<file path="config.mk">
export PLATFORM = sky130hd
export DESIGN_NAME = dmem_ctrl
export DESIGN_NICKNAME = d
export VERILOG_FILES = /design/src/rtl/dmem_ctrl.sv
export SDC_FILE = /design/constraint.sdc
export NUM_CORES = 1
export LEC_CHECK = 0
export ABC_AREA = 1
export BUFFER_PORTS_ARGS = -buffer_cell sky130_fd_sc_hd__buf_4
export CORE_MARGIN = 2
export CORE_UTILIZATION = 37
export CTS_BUF_LIST = sky130_fd_sc_hd__clkbuf_16
export CTS_CLUSTER_DIAMETER = 100
export DETAILED_ROUTE_END_ITERATION = 12
export GPL_TIMING_DRIVEN = 0
export PLACE_DENSITY_LB_ADDON = 0.12
export SLEW_MARGIN = 40
export SYNTH_ARGS = -nofsm -noshare
export SYNTH_HDL_FRONTEND = slang
export SYNTH_SLANG_ARGS = --single-unit
</file>
<file path="constraint.sdc">
create_clock -name clk -period 1.7 [get_ports clk]
set_clock_uncertainty 0.1 [all_clocks]
set_input_delay 0.425 -clock clk [delete_from_list [all_inputs] [get_ports clk]]
set_output_delay 0.425 -clock clk [all_outputs]
set_load 0.01 [all_outputs]
</file>
<file path="src/rtl/dmem_ctrl.sv">
// RV32I data-memory controller: turns byte/half/word loads and stores into full-word memory accesses.
// Define DMEM_CTRL_RMW_EN to support sb/sh through read-modify-write; otherwise they are rejected.
module dmem_ctrl #(
  parameter int              AW   = 32,
  parameter logic [AW-1:0]   BASE = 'h1000,
  parameter int              SIZE = 1024
) (
  input  logic          clk,
  input  logic          rst,
  input  logic          req_valid,
  output logic          req_ready,
  input  logic          req_we,
  input  logic [2:0]    req_funct3,
  input  logic [AW-1:0] req_addr,
  input  logic [31:0]   req_wdata,
  output logic          resp_valid,
  output logic          resp_err,
  output logic [31:0]   resp_rdata,
  output logic [AW-1:0] mem_address,
  output logic          mem_read,
  output logic          mem_write,
  output logic [31:0]   mem_wdata,
  input  logic [31:0]   mem_rdata
);

`ifdef DMEM_CTRL_RMW_EN
  localparam bit RMW_EN = 1'b1;
`else
  localparam bit RMW_EN = 1'b0;
`endif

  localparam logic [AW-1:0] LAST_WORD = BASE + AW'(SIZE - 4);

  typedef enum logic [2:0] {IDLE, RD, CAP, WR, RSP} state_t;

  state_t        state, state_nx;
  logic [AW-1:0] addr_q;
  logic          we_q;
  logic [2:0]    f3_q;
  logic [31:0]   wdata_q;
  logic          err_q;
  logic [31:0]   rdata_q;

  logic          f3_ok, align_ok, range_ok, req_err;
  logic [AW-1:0] req_word;
  logic [31:0]   lane_b, lane_h, load_data, merged;
  logic [4:0]    lane_shift;

  // Request legality, evaluated on the raw request so the decision is ready at the accept edge.
  // NOTE: every always_comb output gets a default first so no path can leave it unassigned (no latch).
  always_comb begin
    f3_ok    = 1'b0;
    align_ok = 1'b1;
    req_word = {req_addr[AW-1:2], 2'b00};
    if (req_we) begin
      case (req_funct3)
        3'b010:         f3_ok = 1'b1;
        3'b000, 3'b001: f3_ok = RMW_EN;
        default:        f3_ok = 1'b0;
      endcase
    end else begin
      case (req_funct3)
        3'b000, 3'b001, 3'b010, 3'b100, 3'b101: f3_ok = 1'b1;
        default:                                f3_ok = 1'b0;
      endcase
    end
    case (req_funct3[1:0])
      2'b01:   align_ok = !req_addr[0];
      2'b10:   align_ok = (req_addr[1:0] == 2'b00);
      default: align_ok = 1'b1;
    endcase
    range_ok = (req_word >= BASE) && (req_word <= LAST_WORD);
    req_err  = !(f3_ok && align_ok && range_ok);
  end

  // Lane extraction for loads and lane merge for sub-word stores.
  always_comb begin
    lane_shift = {addr_q[1:0], 3'b000};
    lane_b     = mem_rdata >> lane_shift;
    lane_h     = mem_rdata >> {addr_q[1], 4'b0000};
    case (f3_q)
      3'b000:  load_data = {{24{lane_b[7]}}, lane_b[7:0]};
      3'b001:  load_data = {{16{lane_h[15]}}, lane_h[15:0]};
      3'b100:  load_data = {24'b0, lane_b[7:0]};
      3'b101:  load_data = {16'b0, lane_h[15:0]};
      default: load_data = mem_rdata;
    endcase
    if (f3_q[1:0] == 2'b00)
      merged = (mem_rdata & ~(32'h0000_00FF << lane_shift)) | ({24'b0, wdata_q[7:0]} << lane_shift);
    else
      merged = (mem_rdata & ~(32'h0000_FFFF << {addr_q[1], 4'b0000}))
             | ({16'b0, wdata_q[15:0]} << {addr_q[1], 4'b0000});
  end

  always_comb begin
    state_nx = state;
    case (state)
      IDLE: if (req_valid) begin
        if (req_err)                  state_nx = RSP;
        else if (!req_we)             state_nx = RD;
        else if (req_funct3 == 3'b010) state_nx = WR;
        else                          state_nx = RD;
      end
      RD:      state_nx = CAP;
      CAP:     state_nx = we_q ? WR : RSP;
      WR:      state_nx = RSP;
      RSP:     state_nx = IDLE;
      default: state_nx = IDLE;
    endcase
  end

  // NOTE: sequential state uses non-blocking assignments so every register samples pre-edge values.
  always_ff @(posedge clk) begin
    if (rst) begin
      state   <= IDLE;
      addr_q  <= '0;
      we_q    <= 1'b0;
      f3_q    <= 3'b000;
      wdata_q <= 32'b0;
      err_q   <= 1'b0;
      rdata_q <= 32'b0;
    end else begin
      state <= state_nx;
      case (state)
        IDLE: if (req_valid) begin
          addr_q  <= req_addr;
          we_q    <= req_we;
          f3_q    <= req_funct3;
          wdata_q <= req_wdata;
          err_q   <= req_err;
        end
        CAP: begin
          if (we_q) wdata_q <= merged;
          else      rdata_q <= load_data;
        end
        RSP:     rdata_q <= 32'b0;  // keeps resp_rdata at zero outside RSP
        default: ;
      endcase
    end
  end

  assign req_ready   = (state == IDLE) && !rst;
  assign mem_read    = (state == RD)   && !rst;
  assign mem_write   = (state == WR)   && !rst;
  assign resp_valid  = (state == RSP)  && !rst;
  assign resp_err    = resp_valid && err_q;
  assign resp_rdata  = rdata_q;
  assign mem_address = {addr_q[AW-1:2], 2'b00};
  assign mem_wdata   = wdata_q;

endmodule

</file>
* Word level (Yosys, flattened, before mapping)
Index checks and enable logic that the tools add are counted.
** Word-level totals
- Flip-flop bits (word level) :: 104
- Logic and storage cells :: 76
- Output and inout bits :: 101
- Input bits :: 103
** Cells by class
- Reduce and logical (&&, ||, !) cells :: 22
- Bitwise operators :: 6
- Equal/unequal tests :: 16
- Magnitude comparators :: 2
- Shift operators :: 6
- Muxes and demuxes :: 17
** Operators by type and width (number)
- $mux W32 :: 4
- $pmux W32 S2 :: 2
- $pmux W32 S4 :: 1
- $and A32 B32 Y32 :: 2
- $not A32 Y32 :: 2
- $or A32 B32 Y32 :: 2
- $ge A32 B13 Y1 const B :: 1
- $le A32 B13 Y1 const B :: 1
- $shl A16 B5 Y32 :: 1
- $shl A16 B5 Y32 const A :: 1
- $shl A8 B5 Y32 :: 1
- $shl A8 B5 Y32 const A :: 1
- $shr A32 B5 Y16 :: 1
- $shr A32 B5 Y8 :: 1
- $eq A3 B3 Y1 const B :: 5
- $pmux W3 S4 :: 1
- $eq A3 B1 Y1 const B :: 3
- $eq A3 B2 Y1 const B :: 3
- $logic_not A3 Y1 :: 3
- $mux W3 :: 3
- $logic_and A1 B1 Y1 :: 8
- $ne A2 B2 Y1 const B :: 3
- $reduce_or A5 Y1 :: 1
- $logic_not A2 Y1 :: 2
- 9 further kinds :: 16

* Longest topological paths before layout
- Word-level depth :: 9
- Gate-level depth with buffers :: 10

* Worst setup path after synthesis
OpenSTA, ideal clock, no wires.
- Path kind :: input port to output port
- Start :: in rst
- End :: out mem_write
- Data arrival time :: 1.224 ns
- Path buffers :: 2
- Required time :: 1.175 ns
- Path slack :: -0.049 ns
- Stages on the path :: 3
- Cell sequence :: clkbuf_1 clkbuf_1 nor4_1
** Between the ends
- Longest elaborated chain between the ends :: 2
** Ends and longest elaborated chain
- start, declared :: line 9 : input logic rst,
- $logic_not A1 Y1 :: line 144 : assign mem_write = (state == WR) && !rst;
- $logic_and A1 B1 Y1 :: line 144
- end, declared :: line 21 : output logic mem_write,
Every way passes these cells.

* Worst setup path after layout
- Start :: reg state[0]
- End :: out mem_write
** Between the ends
- Longest elaborated chain between the ends :: 2
** Ends and longest elaborated chain
- start, declared :: line 36 : state_t state, state_nx;
- start signal, assigned :: line 123 : state <= state_nx;
- $eq A3 B2 Y1 :: line 144
- $logic_and A1 B1 Y1 :: line 144
Every way passes these cells.

==> out/results.ini <==
[status]
run_status = complete, but fails checks
violations = negative setup slack

[critical_path]
cpLargestDelayFamily = flip-flops
max_stage_delay_cell_worst_path = dfxtp_4
worst_setup_path_start_kind = register
path_class = reg2out
critical_path.reg2reg.startpoint = addr_q[1]$_SDFFE_PP0P_
crit_path_max_incr_delay_ps = 410
critical_path_buf_inv_count = 2
timing.critical_path.arrival_ps = 1200
crit_path_start = state[0]$_SDFFE_PP0P_
path_max_fanout = 5
setup.worst_path.end_class = primary output
timing.critical_path.cells = inv_6 > nor4_2 > buf_4
worst-endpoint-required_ps = 1170

[timing]
timing.final.ws_setup_ps = -26.2
slew-limit-headroom_pct = 54.2
fin_crit_share_pct = 102
fmax_ghz = 0.579
grt_setup_unrepaired = true
setup_violations = 2
tightestPinTransition_ps = 679
final_period_minus_worst_setup_slack_ps = 1730
timing_hold_violations_final = 0
timing.final.max_slew_violations = 0

[cts]
clock_path_buffers = 2
cts.root.buffer_cell = clkbuf_16
tritoncts_sink_count = 104
clkLatencyLatePin_ps = 350
cts_tree = built
post_cts_hold_buffer_count = 0
cts_inserted_buffers = 9
cts-htree-levels = 3
clk_pin_slew_ps = 70

[global_routing]
grt_met2_usage_pct = 38.0
met3_usage_pct = 4.36
all_layer_gr_usage_pct = 24.7
grt_start_max_net_pins = 18
grt_busiest_layer = met2
antenna_found_initial = 0
groute.layer.met1.usage_pct = 35.8
wire_length_of_the_first_global_routing_pass_um = 31600
first_global_vias = 5824
grt_remaining_overflow = 0

[finish]
multi_input_comb_area_um2 = 3000
sequential_cell_area_um2 = 2100
finish.instance_area_um2 = 8100
synthToLayoutAreaGrowth_pct = 44.7
postLayoutCoreUtil_pct = 55.3
n_fill_cell = 1510
antenna-diode-count = 0
total_nets_final = 1170
final-instance-count-excl-fill = 1253
share_of_final_layout_standard_cells_stronger_than_drive_strength_1_pct = 33.9

[worst_hold_path]
hold_start = req_addr[3]
timing.hold.worst.class = in2reg

[detailed_routing]
route.final.wire_length_um = 20500
dr.pass1.iters = 6
drt_drc_violations_left = 0
detail_route.wl_per_cell_um = 16.4
drt.antenna.violating_nets = 0
via_per_inst = 5.15
routed-via-count = 6457
initialDrtViolationCount = 659

[synth]
mappedNetlistArea_um2 = 5600
synth_sequential_area_ratio_pct = 37.2
synth_ff_type = dfxtp_1
most_common_cell_in_the_netlist = nand2_1
yosysWarningCount = 0
synthTopCellsByCount = 206 x nand2_1, 134 x a21oi_1, 104 x dfxtp_1
yosys-top-cells-area = dfxtp_1 37%, nand2_1 14%, a21oi_1 12%
ffs_w_async_s_r_synth_pct = 0
postSynthAreaPerCell_um2 = 6.74
number_of_synthesized_flops_with_an_enable_pin = 0
synth.top_cell.area_share_pct = 37.2
synth_seq_cells = 104
netlist_instances = 831
synth_top_cell_by_area = dfxtp_1
synth.lib_cells_used.distinct = 32

[placement]
dpl.cell_count = 1215
globalplace.congestion = 0.907
io_buffers = 199
dpl_cell_area_um2 = 7330
dp.final_hpwl_um = 15800

[die]
die-area_um2 = 16100
coreArea_um2 = 14600
start_util_pct = 38.2
boundaryPins = 204
num_rows = 44
floorplan.die.height_um = 127
die_width_um = 127

[run]
cap_viol_max_count = 0

[power_and_ir_drop]
pwr_density_cell_nw_per_um2 = 752
cellLeakagePower_nw = 3.72
ir_drop_mv = 0.476

power by group:
group	total, mW	leakage [nW]	internal (mW)	switching [mW]
Sequential	2.66	0.855	2.55	0.109
Combinational	1.46	2.73	0.675	0.782
Clock	1.98	0.131	0.995	0.985
Total	6.09	3.72	4.22	1.88
cell usage in the layout (no fill, tap or decap), types with 3 or more instances in the layout:
cell type   instances
inv_4               4
a21oi_1           130
buf_6               8
clkbuf_16           9
nor2_4              7
o211ai_1           22
buf_12              3
inv_1              40
clkbuf_1           14
nand2_4             8
clkinvlp_4          6
dfxtp_2             3
or2_1               6
nor2_1             33
a21oi_2             4
or2_2               3
dfxtp_4             3
inv_6               4
ha_1                3
dfxtp_1            98
clkbuf_2           12
a22oi_1             6
buf_2               7
buf_4             252
nand2_2             5
o21ai_1            15
clkbuf_4            8
nand3_1            98
o21ai_0            34
nand2_1           201
worst reg2reg max path: cells and delay by family (launching register included):
family	cells	cell delay (ps)
buf+inv	3	500
compound gates	4	590
flops	1	300
metrics by stage:
| stage | total power, mW | hold WS [ps] | worst slack (ps) | TNS, ps |
|---|---|---|---|---|
| final | 6.09 | 246 | -26.2 | -32.9 |
| after global routing | 6.37 | 247 | -52.4 | -164 |
| after CTS | 5.99 | 236 | -39.7 | -164 |
| after detailed placement | 4.01 | 354 | -323 | -8100 |
| after global placement | 4.00 | 350 | -339 | -7320 |
| after floorplan | 3.42 | 340 | 43.7 | 0 |
cell type report:
cell class              instances  share of cell area [%]
clock inverters                 7                   0.587
multi-input cells             592                    37.0
plain buffers                  83                    6.75
flip-flops and latches        104                    25.9
well taps                     184                    2.84
repair buffers                223                    21.2
inverters                      51                    2.93
clock buffers                   9                    2.78
cell families (layout without fill, tap and decap cells):
kind of cell	Yosys count	count (layout)	share of synthesized area, %
flip-flops	104	104	37.2
other	1	2	0.0670
AND/OR/NAND/NOR	372	372	29.2
adder cells (fa/ha/maj)	3	3	0.670
AO/OA/AOI/OAI	215	215	20.6
buffers and inverters	136	373	12.2
metal layers:
layer | part of all wire, % | up-vias
li1 | - | 3210
met1 | 45 | 2942
met2 | 45 | 279
met3 | 8.7 | 26
met4 | 1.6 | 0
met5 | 0 | -
worst paths after layout:
| check | to | slack [ps] | depth (start not counted) |
|---|---|---|---|
| setup / recovery | mem_write | -30 | 3 |
| hold / removal | addr_q[3]$_SDFFE_PP0P_ | 250 | 3 |
| setup reg to reg | resp_rdata[4]$_SDFFE_PP0P_ | 80 | 7 |
| hold reg to reg | addr_q[30]$_SDFFE_PP0P_ | 360 | 2 |
what timing repair did:
action	4_1_cts	5_1_grt
hold endpoints to repair	0	0
pin swaps	2	12
buffers inserted	4	18
endpoints found under the setup margin	49	86
resized for setup	29	80
cloned	0	2
Power figures use the tool's default switching activity.
